==> src/rtl/multicycle_control_pkg.sv <==
// Shared opcode, ALU-operation and immediate-format codes for the
// multicycle rv32i sequencing controller.
package multicycle_control_pkg;

    localparam logic [6:0] OP_LOAD   = 7'b0000011;
    localparam logic [6:0] OP_STORE  = 7'b0100011;
    localparam logic [6:0] OP_RTYPE  = 7'b0110011;
    localparam logic [6:0] OP_ITYPE  = 7'b0010011;
    localparam logic [6:0] OP_BRANCH = 7'b1100011;
    localparam logic [6:0] OP_JAL    = 7'b1101111;
    localparam logic [6:0] OP_JALR   = 7'b1100111;
    localparam logic [6:0] OP_LUI    = 7'b0110111;
    localparam logic [6:0] OP_AUIPC  = 7'b0010111;

    localparam logic [3:0] ALU_ADD   = 4'd0;
    localparam logic [3:0] ALU_SUB   = 4'd1;
    localparam logic [3:0] ALU_SLL   = 4'd2;
    localparam logic [3:0] ALU_SLT   = 4'd3;
    localparam logic [3:0] ALU_SLTU  = 4'd4;
    localparam logic [3:0] ALU_XOR   = 4'd5;
    localparam logic [3:0] ALU_SRL   = 4'd6;
    localparam logic [3:0] ALU_SRA   = 4'd7;
    localparam logic [3:0] ALU_OR    = 4'd8;
    localparam logic [3:0] ALU_AND   = 4'd9;
    localparam logic [3:0] ALU_PASSB = 4'd10;

    localparam logic [2:0] IMMSRC_I = 3'd0;
    localparam logic [2:0] IMMSRC_S = 3'd1;
    localparam logic [2:0] IMMSRC_B = 3'd2;
    localparam logic [2:0] IMMSRC_J = 3'd3;
    localparam logic [2:0] IMMSRC_U = 3'd4;

    typedef enum logic [2:0] {
        ALUOP_ADD,
        ALUOP_SUB,
        ALUOP_R,
        ALUOP_I,
        ALUOP_PASSB
    } aluop_e;

    function automatic logic [2:0] immsrc_of(input logic [6:0] op);
        unique case (op)
            OP_STORE:          return IMMSRC_S;
            OP_BRANCH:         return IMMSRC_B;
            OP_JAL:            return IMMSRC_J;
            OP_LUI, OP_AUIPC:  return IMMSRC_U;
            default:           return IMMSRC_I;
        endcase
    endfunction

    function automatic logic op_known(input logic [6:0] op);
        unique case (op)
            OP_LOAD, OP_STORE, OP_RTYPE, OP_ITYPE, OP_BRANCH,
            OP_JAL, OP_JALR, OP_LUI, OP_AUIPC: return 1'b1;
            default:                           return 1'b0;
        endcase
    endfunction

endpackage

==> src/rtl/multicycle_control_if.sv <==
// Memory-port handshake between the controller and the memory unit.
interface multicycle_control_if;
    logic mem_valid;
    logic mem_we;
    logic adr_src;
    logic mem_ready;

    modport master (
        output mem_valid, mem_we, adr_src,
        input  mem_ready
    );

    modport slave (
        input  mem_valid, mem_we, adr_src,
        output mem_ready
    );
endinterface

==> src/rtl/multicycle_control_alu_decoder.sv <==
// Maps the opcode class chosen by the FSM plus funct3/funct7b5
// onto a concrete ALU operation.
module alu_decoder
    import multicycle_control_pkg::*;
(
    input  aluop_e     aluop,
    input  logic [2:0] funct3,
    input  logic       funct7b5,
    output logic [3:0] alucontrol
);

    logic is_r;

    assign is_r = (aluop == ALUOP_R);

    always_comb begin
        alucontrol = ALU_ADD;
        unique case (aluop)
            ALUOP_ADD:   alucontrol = ALU_ADD;
            ALUOP_SUB:   alucontrol = ALU_SUB;
            ALUOP_PASSB: alucontrol = ALU_PASSB;
            ALUOP_R, ALUOP_I: begin
                // funct7b5 of an I-type is immediate bit 10: only
                // meaningful for the shift-right pair
                unique case (funct3)
                    3'b000: alucontrol = (is_r && funct7b5) ? ALU_SUB : ALU_ADD;
                    3'b001: alucontrol = ALU_SLL;
                    3'b010: alucontrol = ALU_SLT;
                    3'b011: alucontrol = ALU_SLTU;
                    3'b100: alucontrol = ALU_XOR;
                    3'b101: alucontrol = funct7b5 ? ALU_SRA : ALU_SRL;
                    3'b110: alucontrol = ALU_OR;
                    default: alucontrol = ALU_AND;
                endcase
            end
            default:     alucontrol = ALU_ADD;
        endcase
    end

endmodule

==> src/rtl/multicycle_control_fsm.sv <==
// Instruction sequencer: one control word per state, stalls on the
// memory handshake.
module multicycle_control_fsm
    import multicycle_control_pkg::*;
(
    input  logic       clk,
    input  logic       resetn,
    input  logic [6:0] op,
    input  logic [2:0] funct3,
    input  logic       alu_zero,
    input  logic       alu_lt,
    input  logic       alu_ltu,
    input  logic       mem_ready,
    output logic       mem_valid,
    output logic       mem_we,
    output logic       adr_src,
    output logic       ir_write,
    output logic       pc_write,
    output logic       reg_write,
    output logic [1:0] alusrca,
    output logic [1:0] alusrcb,
    output logic [1:0] resultsrc,
    output aluop_e     aluop,
    output logic       illegal_instr,
    output logic       instr_done
);

    typedef enum logic [3:0] {
        S_FETCH, S_DECODE, S_MEMADR, S_MEMREAD, S_MEMWB,
        S_MEMWRITE, S_EXECR, S_EXECI, S_ALUWB, S_BRANCH,
        S_JAL, S_JALR, S_LUI, S_AUIPC
    } state_e;

    state_e state_q, state_d;
    logic   br_taken, br_bad;

    always_ff @(posedge clk or negedge resetn) begin
        if (!resetn) state_q <= S_FETCH;
        else         state_q <= state_d;
    end

    always_comb begin
        state_d = state_q;
        unique case (state_q)
            S_FETCH:    if (mem_ready) state_d = S_DECODE;
            S_DECODE: begin
                unique case (op)
                    OP_LOAD, OP_STORE: state_d = S_MEMADR;
                    OP_RTYPE:          state_d = S_EXECR;
                    OP_ITYPE:          state_d = S_EXECI;
                    OP_BRANCH:         state_d = S_BRANCH;
                    OP_JAL:            state_d = S_JAL;
                    OP_JALR:           state_d = S_JALR;
                    OP_LUI:            state_d = S_LUI;
                    OP_AUIPC:          state_d = S_AUIPC;
                    default:           state_d = S_FETCH;
                endcase
            end
            S_MEMADR:   state_d = (op == OP_STORE) ? S_MEMWRITE : S_MEMREAD;
            S_MEMREAD:  if (mem_ready) state_d = S_MEMWB;
            S_MEMWRITE: if (mem_ready) state_d = S_FETCH;
            S_EXECR, S_EXECI, S_JAL, S_JALR, S_LUI, S_AUIPC:
                        state_d = S_ALUWB;
            default:    state_d = S_FETCH;
        endcase
    end

    always_comb begin
        br_taken = 1'b0;
        br_bad   = 1'b0;
        unique case (funct3)
            3'b000:  br_taken = alu_zero;
            3'b001:  br_taken = !alu_zero;
            3'b100:  br_taken = alu_lt;
            3'b101:  br_taken = !alu_lt;
            3'b110:  br_taken = alu_ltu;
            3'b111:  br_taken = !alu_ltu;
            default: br_bad   = 1'b1;
        endcase
    end

    always_comb begin
        mem_valid     = 1'b0;
        mem_we        = 1'b0;
        adr_src       = 1'b0;
        ir_write      = 1'b0;
        pc_write      = 1'b0;
        reg_write     = 1'b0;
        alusrca       = 2'd0;
        alusrcb       = 2'd0;
        resultsrc     = 2'd0;
        aluop         = ALUOP_ADD;
        illegal_instr = 1'b0;
        instr_done    = 1'b0;
        unique case (state_q)
            S_FETCH: begin
                mem_valid = 1'b1;
                alusrcb   = 2'd2;
                resultsrc = 2'd2;
                ir_write  = mem_ready;
                pc_write  = mem_ready;
            end
            S_DECODE: begin
                alusrca       = 2'd1;
                alusrcb       = 2'd1;
                illegal_instr = !op_known(op);
            end
            S_MEMADR: begin
                alusrca = 2'd2;
                alusrcb = 2'd1;
            end
            S_MEMREAD: begin
                mem_valid = 1'b1;
                adr_src   = 1'b1;
            end
            S_MEMWB: begin
                resultsrc  = 2'd1;
                reg_write  = 1'b1;
                instr_done = 1'b1;
            end
            S_MEMWRITE: begin
                mem_valid  = 1'b1;
                mem_we     = 1'b1;
                adr_src    = 1'b1;
                instr_done = mem_ready;
            end
            S_EXECR: begin
                alusrca = 2'd2;
                aluop   = ALUOP_R;
            end
            S_EXECI: begin
                alusrca = 2'd2;
                alusrcb = 2'd1;
                aluop   = ALUOP_I;
            end
            S_ALUWB: begin
                reg_write  = 1'b1;
                instr_done = 1'b1;
            end
            S_BRANCH: begin
                alusrca       = 2'd2;
                aluop         = ALUOP_SUB;
                pc_write      = br_taken;
                illegal_instr = br_bad;
                instr_done    = 1'b1;
            end
            S_JAL: begin
                // target came from DECODE; ALU now forms old PC + 4 for rd
                alusrca  = 2'd1;
                alusrcb  = 2'd2;
                pc_write = 1'b1;
            end
            S_JALR: begin
                alusrca   = 2'd2;
                alusrcb   = 2'd1;
                resultsrc = 2'd2;
                pc_write  = 1'b1;
            end
            S_LUI: begin
                alusrcb = 2'd1;
                aluop   = ALUOP_PASSB;
            end
            S_AUIPC: begin
                alusrca = 2'd1;
                alusrcb = 2'd1;
            end
            default: ;
        endcase
        // reset must kill a pending request without waiting for a clock
        if (!resetn) begin
            mem_valid = 1'b0;
            mem_we    = 1'b0;
            ir_write  = 1'b0;
            pc_write  = 1'b0;
        end
    end

endmodule

==> src/rtl/multicycle_control.sv <==
// Multicycle rv32i controller top: FSM, ALU decoder and immsrc decode.
module multicycle_control
    import multicycle_control_pkg::*;
(
    input  logic                        clk,
    input  logic                        resetn,
    input  logic [6:0]                  op,
    input  logic [2:0]                  funct3,
    input  logic                        funct7b5,
    input  logic                        alu_zero,
    input  logic                        alu_lt,
    input  logic                        alu_ltu,
    multicycle_control_if.master        mem,
    output logic                        ir_write,
    output logic                        pc_write,
    output logic                        reg_write,
    output logic [1:0]                  alusrca,
    output logic [1:0]                  alusrcb,
    output logic [1:0]                  resultsrc,
    output logic [2:0]                  immsrc,
    output logic [3:0]                  alucontrol,
    output logic                        illegal_instr,
    output logic                        instr_done
);

    aluop_e aluop;

    assign immsrc = immsrc_of(op);

    multicycle_control_fsm u_fsm (
        .clk           (clk),
        .resetn        (resetn),
        .op            (op),
        .funct3        (funct3),
        .alu_zero      (alu_zero),
        .alu_lt        (alu_lt),
        .alu_ltu       (alu_ltu),
        .mem_ready     (mem.mem_ready),
        .mem_valid     (mem.mem_valid),
        .mem_we        (mem.mem_we),
        .adr_src       (mem.adr_src),
        .ir_write      (ir_write),
        .pc_write      (pc_write),
        .reg_write     (reg_write),
        .alusrca       (alusrca),
        .alusrcb       (alusrcb),
        .resultsrc     (resultsrc),
        .aluop         (aluop),
        .illegal_instr (illegal_instr),
        .instr_done    (instr_done)
    );

    alu_decoder u_alu_dec (
        .aluop      (aluop),
        .funct3     (funct3),
        .funct7b5   (funct7b5),
        .alucontrol (alucontrol)
    );

endmodule

==> src/flat_wrapper.sv <==
// flat-port wrapper written by rule: the top's interface ports become plain ports
module multicycle_control_flat import multicycle_control_pkg::*;
  (clk, resetn, op, funct3, funct7b5, alu_zero, alu_lt, alu_ltu, ir_write, pc_write, reg_write, alusrca, alusrcb, resultsrc, immsrc, alucontrol, illegal_instr, instr_done, mem_mem_valid, mem_mem_we, mem_adr_src, mem_mem_ready);
  multicycle_control_if mem_i ();
  input  logic clk;
  input  logic resetn;
  input  logic [6:0] op;
  input  logic [2:0] funct3;
  input  logic funct7b5;
  input  logic alu_zero;
  input  logic alu_lt;
  input  logic alu_ltu;
  output logic ir_write;
  output logic pc_write;
  output logic reg_write;
  output logic [1:0] alusrca;
  output logic [1:0] alusrcb;
  output logic [1:0] resultsrc;
  output logic [2:0] immsrc;
  output logic [3:0] alucontrol;
  output logic illegal_instr;
  output logic instr_done;
  output wire logic [$bits(mem_i.mem_valid)-1:0] mem_mem_valid;
  output wire logic [$bits(mem_i.mem_we)-1:0] mem_mem_we;
  output wire logic [$bits(mem_i.adr_src)-1:0] mem_adr_src;
  input wire logic [$bits(mem_i.mem_ready)-1:0] mem_mem_ready;
  assign mem_mem_valid = mem_i.mem_valid;
  assign mem_mem_we = mem_i.mem_we;
  assign mem_adr_src = mem_i.adr_src;
  assign mem_i.mem_ready = mem_mem_ready;
  multicycle_control u_core (.clk(clk), .resetn(resetn), .op(op), .funct3(funct3), .funct7b5(funct7b5), .alu_zero(alu_zero), .alu_lt(alu_lt), .alu_ltu(alu_ltu), .mem(mem_i), .ir_write(ir_write), .pc_write(pc_write), .reg_write(reg_write), .alusrca(alusrca), .alusrcb(alusrcb), .resultsrc(resultsrc), .immsrc(immsrc), .alucontrol(alucontrol), .illegal_instr(illegal_instr), .instr_done(instr_done));
endmodule
==> config.mk <==
export PLATFORM = sky130hd
export DESIGN_NAME = multicycle_control_flat
export DESIGN_NICKNAME = d
export VERILOG_FILES = /design/src/rtl/multicycle_control_pkg.sv /design/src/rtl/multicycle_control_if.sv /design/src/rtl/multicycle_control_alu_decoder.sv /design/src/rtl/multicycle_control_fsm.sv /design/src/rtl/multicycle_control.sv /design/src/flat_wrapper.sv
export SDC_FILE = /design/constraint.sdc
export NUM_CORES = 1
export LEC_CHECK = 0
export BUFFER_PORTS_ARGS = -buffer_cell sky130_fd_sc_hd__buf_2
export CAP_MARGIN = 20
export CORE_UTILIZATION = 48
export CTS_BUF_LIST = sky130_fd_sc_hd__clkbuf_16
export CTS_CLUSTER_DIAMETER = 30
export DETAILED_ROUTE_END_ITERATION = 8
export PLACE_DENSITY = 0.81
export SETUP_SLACK_MARGIN = 0.3
export SYNTH_ARGS = -nofsm -noshare
export SYNTH_HDL_FRONTEND = slang
export SYNTH_HIERARCHICAL = 1
export SYNTH_SLANG_ARGS = --single-unit
==> constraint.sdc <==
create_clock -name clk -period 2.1 [get_ports clk]
set_input_delay 0.42 -clock clk [delete_from_list [all_inputs] [get_ports clk]]
set_output_delay 0.42 -clock clk [all_outputs]
set_load 0.01 [all_outputs]
==> impl_metrics.py, run 1 <==
metrics = {
    "logic_synthesis": {
        "synthTopCellsByArea": "dfrtp_1, a21oi_1, nand2_1",
        "netlist_area_sq_um": 905,
        "netlist.top_cell.by_area": "dfrtp_1",
        "ys_seq_area_frac": 0.111,
        "syn_nets": 147,
        "synthCells": 130,
        "async_flop_share": 1.00,
        "synth-edff-count": 0,
        "synth-main-ff-cell": "dfrtp_1",
        "yosys.area.top_type_share": 0.111,
        "avgSynthCellArea_sq_um": 6.96,
        "yosys_warnings": 6,
        "synth_seq_cells": 4,
        "ys_types": 55,
    },
    "clocking": {
        "cts_buffers": 3,
        "postCtsHoldBufs": 0,
        "cts_max_path_buffers": 2,
        "h-tree-depth": 1,
        "clkSinkCount": 4,
        "root_buffer": "clkbuf_16",
    },
    "grt": {
        "grt_max_degree": 13,
    },
    "die": {
        "row_count": 15,
        "start_util": 0.518,
        "die_w_microns": 45.4,
        "die_h_microns": 45.4,
        "ioPinCount": 38,
    },
    "outcome": {
        "tool.error": "[ERROR DPL-0038] Utilization greater than 100%, impossible to legalize",
        "status": "stopped before the end",
        "haltStage": "global routing (5_1_grt)",
    },
    "place": {
        "place_congestion": 0.820,
        "port-buffer-count": 37,
        "dpl.hpwl_microns": 1950,
    },
    "timing": {
        "endpoint_type": "primary output",
        "worstEndpointGrtRepair": "alucontrol[1]",
    },
}
per-stage QoR:
step | hold slack (ns) | cells | worst slack [ns] | cell area, sq um
after floorplan | 0.124 | 130 | 0.180 | 926
after global placement | 0.262 | 194 | 0.189 | 1180
after detailed placement | 0.270 | 194 | 0.139 | 1180
after CTS | 0.0341 | 209 | 0.0500 | 1460
kinds of logic after synthesis:
family | synth area share
AO/OA/AOI/OAI | 0.320
XOR/XNOR | 0.0678
buffers and inverters | 0.0622
flip-flops | 0.111
multiplexers | 0.0221
AND/OR/NAND/NOR | 0.418
cells in the mapped netlist, types with 2 or more instances:
master	instances
xnor2_1	3
or3_1	2
nand4b_1	2
nand2b_1	4
mux2i_1	2
or3b_1	2
nand3b_1	2
nor2b_1	3
dfrtp_1	4
nor3_1	6
o21ai_0	7
buf_2	3
nand3_1	4
a2111oi_0	2
nor3b_1	2
nand2_1	10
xor2_1	4
o21ai_1	4
and2_1	2
nor2_1	10
inv_1	5
nor4_1	2
clkbuf_1	5
a21oi_1	9
repair_timing:
action,in CTS
pin swaps,7
buffers inserted,12
hold endpoints to repair,0
resized for setup,28
setup endpoints to repair,17
==> run 2, diff against run 1 <==
--- a/config.mk
+++ b/config.mk
@@ -7,12 +7,10 @@
 export LEC_CHECK = 0
 export BUFFER_PORTS_ARGS = -buffer_cell sky130_fd_sc_hd__buf_2
 export CAP_MARGIN = 20
-export CORE_UTILIZATION = 48
-export CTS_BUF_LIST = sky130_fd_sc_hd__clkbuf_16
-export CTS_CLUSTER_DIAMETER = 30
+export CORE_AREA = 2 2 63 65
 export DETAILED_ROUTE_END_ITERATION = 8
-export PLACE_DENSITY = 0.81
-export SETUP_SLACK_MARGIN = 0.3
+export DIE_AREA = 0 0 65 67
+export PLACE_DENSITY_LB_ADDON = 0.15
 export SYNTH_ARGS = -nofsm -noshare
 export SYNTH_HDL_FRONTEND = slang
 export SYNTH_HIERARCHICAL = 1
==> impl_metrics.py, run 2 <==
metrics = {
    "logic_synthesis": {
        "avgSynthCellArea_sq_um": 6.96,
        "netlist.top_cell.by_area": "dfrtp_1",
        "ys_seq_area_frac": 0.111,
        "synth-edff-count": 0,
        "async_flop_share": 1.00,
        "yosys_warnings": 6,
        "synth_common_cells": "nand2_1, nor2_1, a21oi_1",
        "synth_seq_cells": 4,
        "yosys.area.top_type_share": 0.111,
        "ys_types": 55,
        "synthCells": 130,
        "syn_nets": 147,
        "synthTopCellsByArea": "dfrtp_1, a21oi_1, nand2_1",
        "synth-main-ff-cell": "dfrtp_1",
        "netlist_area_sq_um": 905,
    },
    "timing": {
        "skew_ns": 0.00364,
        "post-route-min-period_ns": 2.06,
        "rsz0062_at_grt": "yes",
        "worst_pin_slew_ns": 0.347,
        "min_period_over_period": 0.982,
        "setup_ws_ns": 0.0382,
        "max_freq_mhz": 485,
        "hold_slack_ns": 0.0384,
        "setup_viol": 0,
        "drv_slew": 0,
        "hold_viol": 0,
        "max_slew_margin": 0.768,
    },
    "detailed_routing": {
        "vias": 1132,
        "drt_wl_total_microns": 2810,
        "drt_iter0_drc": 57,
        "via_per_inst": 5.15,
        "drt_first_pass_iters": 4,
        "drc": 0,
        "drtAntennaViolNets": 0,
        "post_drt_wl_per_cell_microns": 12.8,
    },
    "clocking": {
        "clock_latency_ns": 0.22,
        "postCtsHoldBufs": 0,
        "cts.clk_slew.worst_paths_ns": 0.03,
        "root_buffer": "clkbuf_8",
        "h-tree-depth": 1,
        "cts_tree": "yes",
        "clkSinkCount": 4,
        "post_cts_buffers": 0,
        "cts_max_path_buffers": 2,
        "cts_buffers": 3,
    },
    "cells_and_area": {
        "reg_top3": "u_core/u_fsm/state_q x4",
        "largest_register_ffs": 4,
        "layout_commonest_cell": "buf_2",
        "areaGrowthSynthToFinish_pct": 41.5,
        "post-route-util": 0.355,
        "layout-drive-gt1-share": 0.390,
        "diodes": 0,
        "regMostFlops": "u_core/u_fsm/state_q",
        "fin_area_sq_um": 1280,
        "final_cell_mix": "buf_2, nand2_1, buf_4",
        "nets": 191,
    },
    "grt": {
        "grt_first_pass_wirelength_microns": 4440,
        "grt_max_degree": 17,
        "grt_overflow": 0,
        "antenna_found_initial": 0,
        "grt_usage": 0.128,
        "grt_pass1_vias": 981,
    },
    "critical_path": {
        "startpoint": "u_core/u_fsm/state_q[3]",
        "crit_slowest_cell": "dfrtp_1",
        "critPathMaxFanout": 4,
        "cpPeakStageDelay_ns": 0.37,
        "start_kind": "register",
        "crit_arrival_ns": 1.64,
        "end_kind": "output port",
        "cp_top_family": "simple AND/OR/NAND/NOR gates",
        "critPathKind": "reg -> out",
        "path_cells": "nor2b_1, and2_4, a21oi_2, nor2_2, a221oi_2, a211oi_1, buf_2",
        "crit_required_ns": 1.68,
        "critPathBufInv": 1,
        "r2r-start": "u_core/u_fsm/state_q[3]",
    },
    "power_and_ir_drop": {
        "leakagePower_nw": 0.580,
        "ir_worst_vdd_uv": 254,
        "power_density_nw_per_um2": 941,
        "p_total_mw": 1.20,
    },
    "place": {
        "port-buffer-count": 37,
        "place_area_sq_um": 1190,
        "dpl.hpwl_microns": 2170,
        "dpl_worst_slack_ns": 0.143,
        "place_congestion": 0.818,
    },
    "die": {
        "ioPinCount": 38,
        "row_count": 22,
        "core-area_sq_um": 3610,
        "start_util": 0.251,
        "die_h_microns": 67,
        "dieArea_sq_um": 4360,
        "die_w_microns": 65,
    },
    "hold_path": {
        "hold_path.class": "in -> async",
    },
    "outcome": {
        "status": "finished, final reports clean",
    },
    "job": {
        "drv_cap": 0,
    },
}
[run 2: cell counts after synthesis]
Identical to the previous run, type by type.
[run 2: what timing repair did]
item | in CTS | in global routing
gates resized for setup | 2 | 9
pin swaps | 0 | 2
setup endpoints to repair | 2 | 4
[run 2: path summary, 6_finish.rpt]
kind                                           end  cells past startpoint  slack, ns
max                                  alucontrol[0]                      7       0.04
min                        u_core/u_fsm/state_q[2]                      1       0.04
max reg2reg                u_core/u_fsm/state_q[0]                      6       0.51
min reg2reg                u_core/u_fsm/state_q[3]                      2       0.66
max in group asynchronous  u_core/u_fsm/state_q[0]                      1       1.89
min in group clk           u_core/u_fsm/state_q[1]                      3       0.60
[run 2: where the power goes]
part           leakage (nW)  switching [mW]  internal (mW)  total, mW
registers            0.0537          0.0313          0.103      0.134
clock network        0.0216          0.0404          0.122      0.163
logic                 0.504           0.515          0.393      0.908
total                 0.580           0.587          0.618       1.20
[run 2: cells by family after synthesis]
kind of cell / count (synthesis) / synth area share
XOR/XNOR: 7 / 0.0678
flip-flops: 4 / 0.111
buffers and inverters: 14 / 0.0622
AND/OR/NAND/NOR: 62 / 0.418
AO/OA/AOI/OAI: 41 / 0.320
multiplexers: 2 / 0.0221
[run 2: area by class of cell]
cell class              count  area, sq um
fillers                   412         2330
clock buffers               3         41.3
well taps                  48         60.1
multi-input cells         112          788
repair buffers             48          272
inverters                   5         18.8
flip-flops and latches      4          100
[run 2: metrics by stage]
| stage | setup TNS, ns | instances |
|---|---|---|
| detailed placement | 0 | 217 |
| floorplan | 0 | 130 |
| global route | -0.0577 | 220 |
| finish | 0 | 220 |
| CTS | 0 | 220 |
| global placement | 0 | 217 |
[run 2: worst register-to-register path, stage by stage (launching register included)]
cell	delay, ns
dfrtp_1	0.37
buf_4	0.17
or2_1	0.28
buf_4	0.16
a2111oi_2	0.34
a2bb2oi_1	0.11
nand2_1	0.08
[run 2: routing by layer]
layer,track usage,part of all wire,vias to the layer above
met2,0.224,0.47,34
met5,0,0,-
met1,0.171,0.48,520
li1,-,-,576
met3,0.00676,0.040,2
met4,0.0319,0.0075,0
No activity file was read; power rests on OpenSTA's default activity.
==> run 3, diff against run 2 <==
--- a/config.mk
+++ b/config.mk
@@ -5,11 +5,11 @@
 export SDC_FILE = /design/constraint.sdc
 export NUM_CORES = 1
 export LEC_CHECK = 0
-export BUFFER_PORTS_ARGS = -buffer_cell sky130_fd_sc_hd__buf_2
 export CAP_MARGIN = 20
 export CORE_AREA = 2 2 63 65
 export DETAILED_ROUTE_END_ITERATION = 8
 export DIE_AREA = 0 0 65 67
+export DONT_BUFFER_PORTS = 1
 export PLACE_DENSITY_LB_ADDON = 0.15
 export SYNTH_ARGS = -nofsm -noshare
 export SYNTH_HDL_FRONTEND = slang
==> impl_metrics.py, run 3 (synthesis results as in run 2) <==
metrics = {
    "timing": {
        "min_period_over_period": 0.985,
        "worst_pin_slew_ns": 0.433,
        "hold_slack_ns": 0.435,
        "max_freq_mhz": 483,
        "max_slew_margin": 0.704,
        "setup_viol": 0,
        "skew_ns": 0.0000553,
        "drv_slew": 0,
        "post-route-min-period_ns": 2.07,
        "setup_tns_ns": 0,
        "hold_viol": 0,
        "rsz0062_at_grt": "yes",
    },
    "die": {
        "start_util": 0.251,
        "die_h_microns": 67,
        "die_w_microns": 65,
        "ioPinCount": 38,
        "dieArea_sq_um": 4360,
        "row_count": 22,
        "core-area_sq_um": 3610,
    },
    "cells_and_area": {
        "fin_area_sq_um": 1140,
        "nets": 162,
        "areaGrowthSynthToFinish_pct": 26.1,
        "reg_top3": "u_core/u_fsm/state_q x4",
        "regMostFlops": "u_core/u_fsm/state_q",
        "final_cell_mix": "buf_4, nand2_1, a21oi_1, nor2_1, o21ai_0",
        "layout_commonest_cell": "buf_4",
        "largest_register_ffs": 4,
        "diodes": 0,
        "layout-drive-gt1-share": 0.252,
    },
    "power_and_ir_drop": {
        "ir_worst_vdd_uv": 238,
        "combPwrFrac": 0.720,
        "switching_share": 0.489,
        "p_int_uw": 559,
        "power_density_nw_per_um2": 959,
        "p_sw_uw": 536,
        "leakagePower_nw": 0.444,
        "clockPowerShare": 0.145,
        "seq_power_share": 0.135,
    },
    "grt": {
        "grt_max_degree": 14,
        "grt_pass1_vias": 1000,
        "grt_usage": 0.136,
        "grt_overflow": 0,
        "grt_first_pass_wirelength_microns": 4700,
        "antenna_found_initial": 0,
    },
    "clocking": {
        "cts_tree": "yes",
        "h-tree-depth": 1,
        "root_buffer": "clkbuf_8",
        "cts_max_path_buffers": 2,
        "cts_buffers": 3,
        "post_cts_buffers": 0,
        "clkSinkCount": 4,
        "clock_latency_ns": 0.21,
        "cts.clk_slew.worst_paths_ns": 0.03,
    },
    "place": {
        "place_congestion": 0.847,
        "port-buffer-count": 0,
        "place_area_sq_um": 1060,
        "dpl.hpwl_microns": 2070,
    },
    "outcome": {
        "status": "finished, final reports clean",
    },
    "detailed_routing": {
        "drt_iter0_drc": 41,
        "vias": 1022,
        "drc": 0,
        "post_drt_wl_per_cell_microns": 14.5,
        "via_per_inst": 5.35,
        "drtAntennaViolNets": 0,
        "drt_wl_total_microns": 2770,
        "drt_first_pass_iters": 4,
    },
    "critical_path": {
        "start_kind": "register",
        "cpPeakStageDelay_ns": 0.37,
        "critPathMaxFanout": 4,
        "crit_required_ns": 1.68,
        "path_cells": "nor2b_1, and2_4, a21oi_1, nor2_2, nor2_1, o211ai_1, a211oi_1, buf_4",
        "crit_slowest_cell": "dfrtp_1",
        "critPathKind": "reg -> out",
        "crit_arrival_ns": 1.65,
        "end_kind": "output port",
    },
    "hold_path": {
        "hold_path.class": "in -> reg",
    },
    "job": {
        "drv_cap": 0,
    },
}
run 3: area by class of cell:
cell class	count	area [sq um]
fill	383	2460
multi-input combinational	112	773
timing repair buffer	19	145
sequential	4	103
tap	48	60.1
clock buffer	3	41.3
inverter	5	18.8
run 3: worst paths after layout:
kind / slack (ns) / end / from / cells after the start
setup / recovery: 0.03 / alucontrol[0] / u_core/u_fsm/state_q[2] / 8
hold / removal: 0.43 / u_core/u_fsm/state_q[0] / mem_mem_ready / 3
setup reg to reg: 0.60 / u_core/u_fsm/state_q[0] / u_core/u_fsm/state_q[3] / 5
hold reg to reg: 0.76 / u_core/u_fsm/state_q[2] / u_core/u_fsm/state_q[3] / 3
max in group asynchronous: 1.43 / u_core/u_fsm/state_q[0] / resetn / 1
min in group asynchronous: 0.48 / u_core/u_fsm/state_q[2] / resetn / 1
run 3: metal layers:
| metal | wire length (microns) | global-route usage |
|---|---|---|
| met1 | 1280 | 0.176 |
| met2 | 1330 | 0.223 |
| met3 | 158 | 0.0270 |
| met4 | 0 | 0.0532 |
| met5 | 0 | 0 |
run 3: what timing repair did:
action | in CTS | in global routing
resized for setup | 2 | 5
hold buffers | 1 | 0
endpoints found under the hold margin | 4 | 0
pin swaps | 0 | 0
setup endpoints to repair | 2 | 4
run 3: stage by stage:
step	setup WS, ns	power, mW	util	std cells
2_1_floorplan	0.0969	0.656	-	130
3_3_place_gp	0.203	0.897	0.295	187
3_5_place_dp	0.188	0.901	0.295	187
4_1_cts	0.000873	1.08	0.311	191
5_1_grt	-0.0575	1.20	0.316	191
6_report	0.0306	1.09	0.316	191
run 3: worst max-delay path: cells and delay by family (launching register included):
kind            cells  cell delay [ns]
compound gates      3             0.44
flops               1             0.37
buf+inv             1             0.16
simple gates        4             0.47
run 3: power by group through the flow:
| stage | sequential, mW | combinational, mW | clock, mW |
|---|---|---|---|
| floorplan | 0.113 | 0.543 | 0 |
| global placement | 0.142 | 0.755 | 0 |
| detailed placement | 0.140 | 0.761 | 0 |
| CTS | 0.141 | 0.773 | 0.165 |
| global route | 0.153 | 0.874 | 0.170 |
| finish | 0.148 | 0.788 | 0.159 |
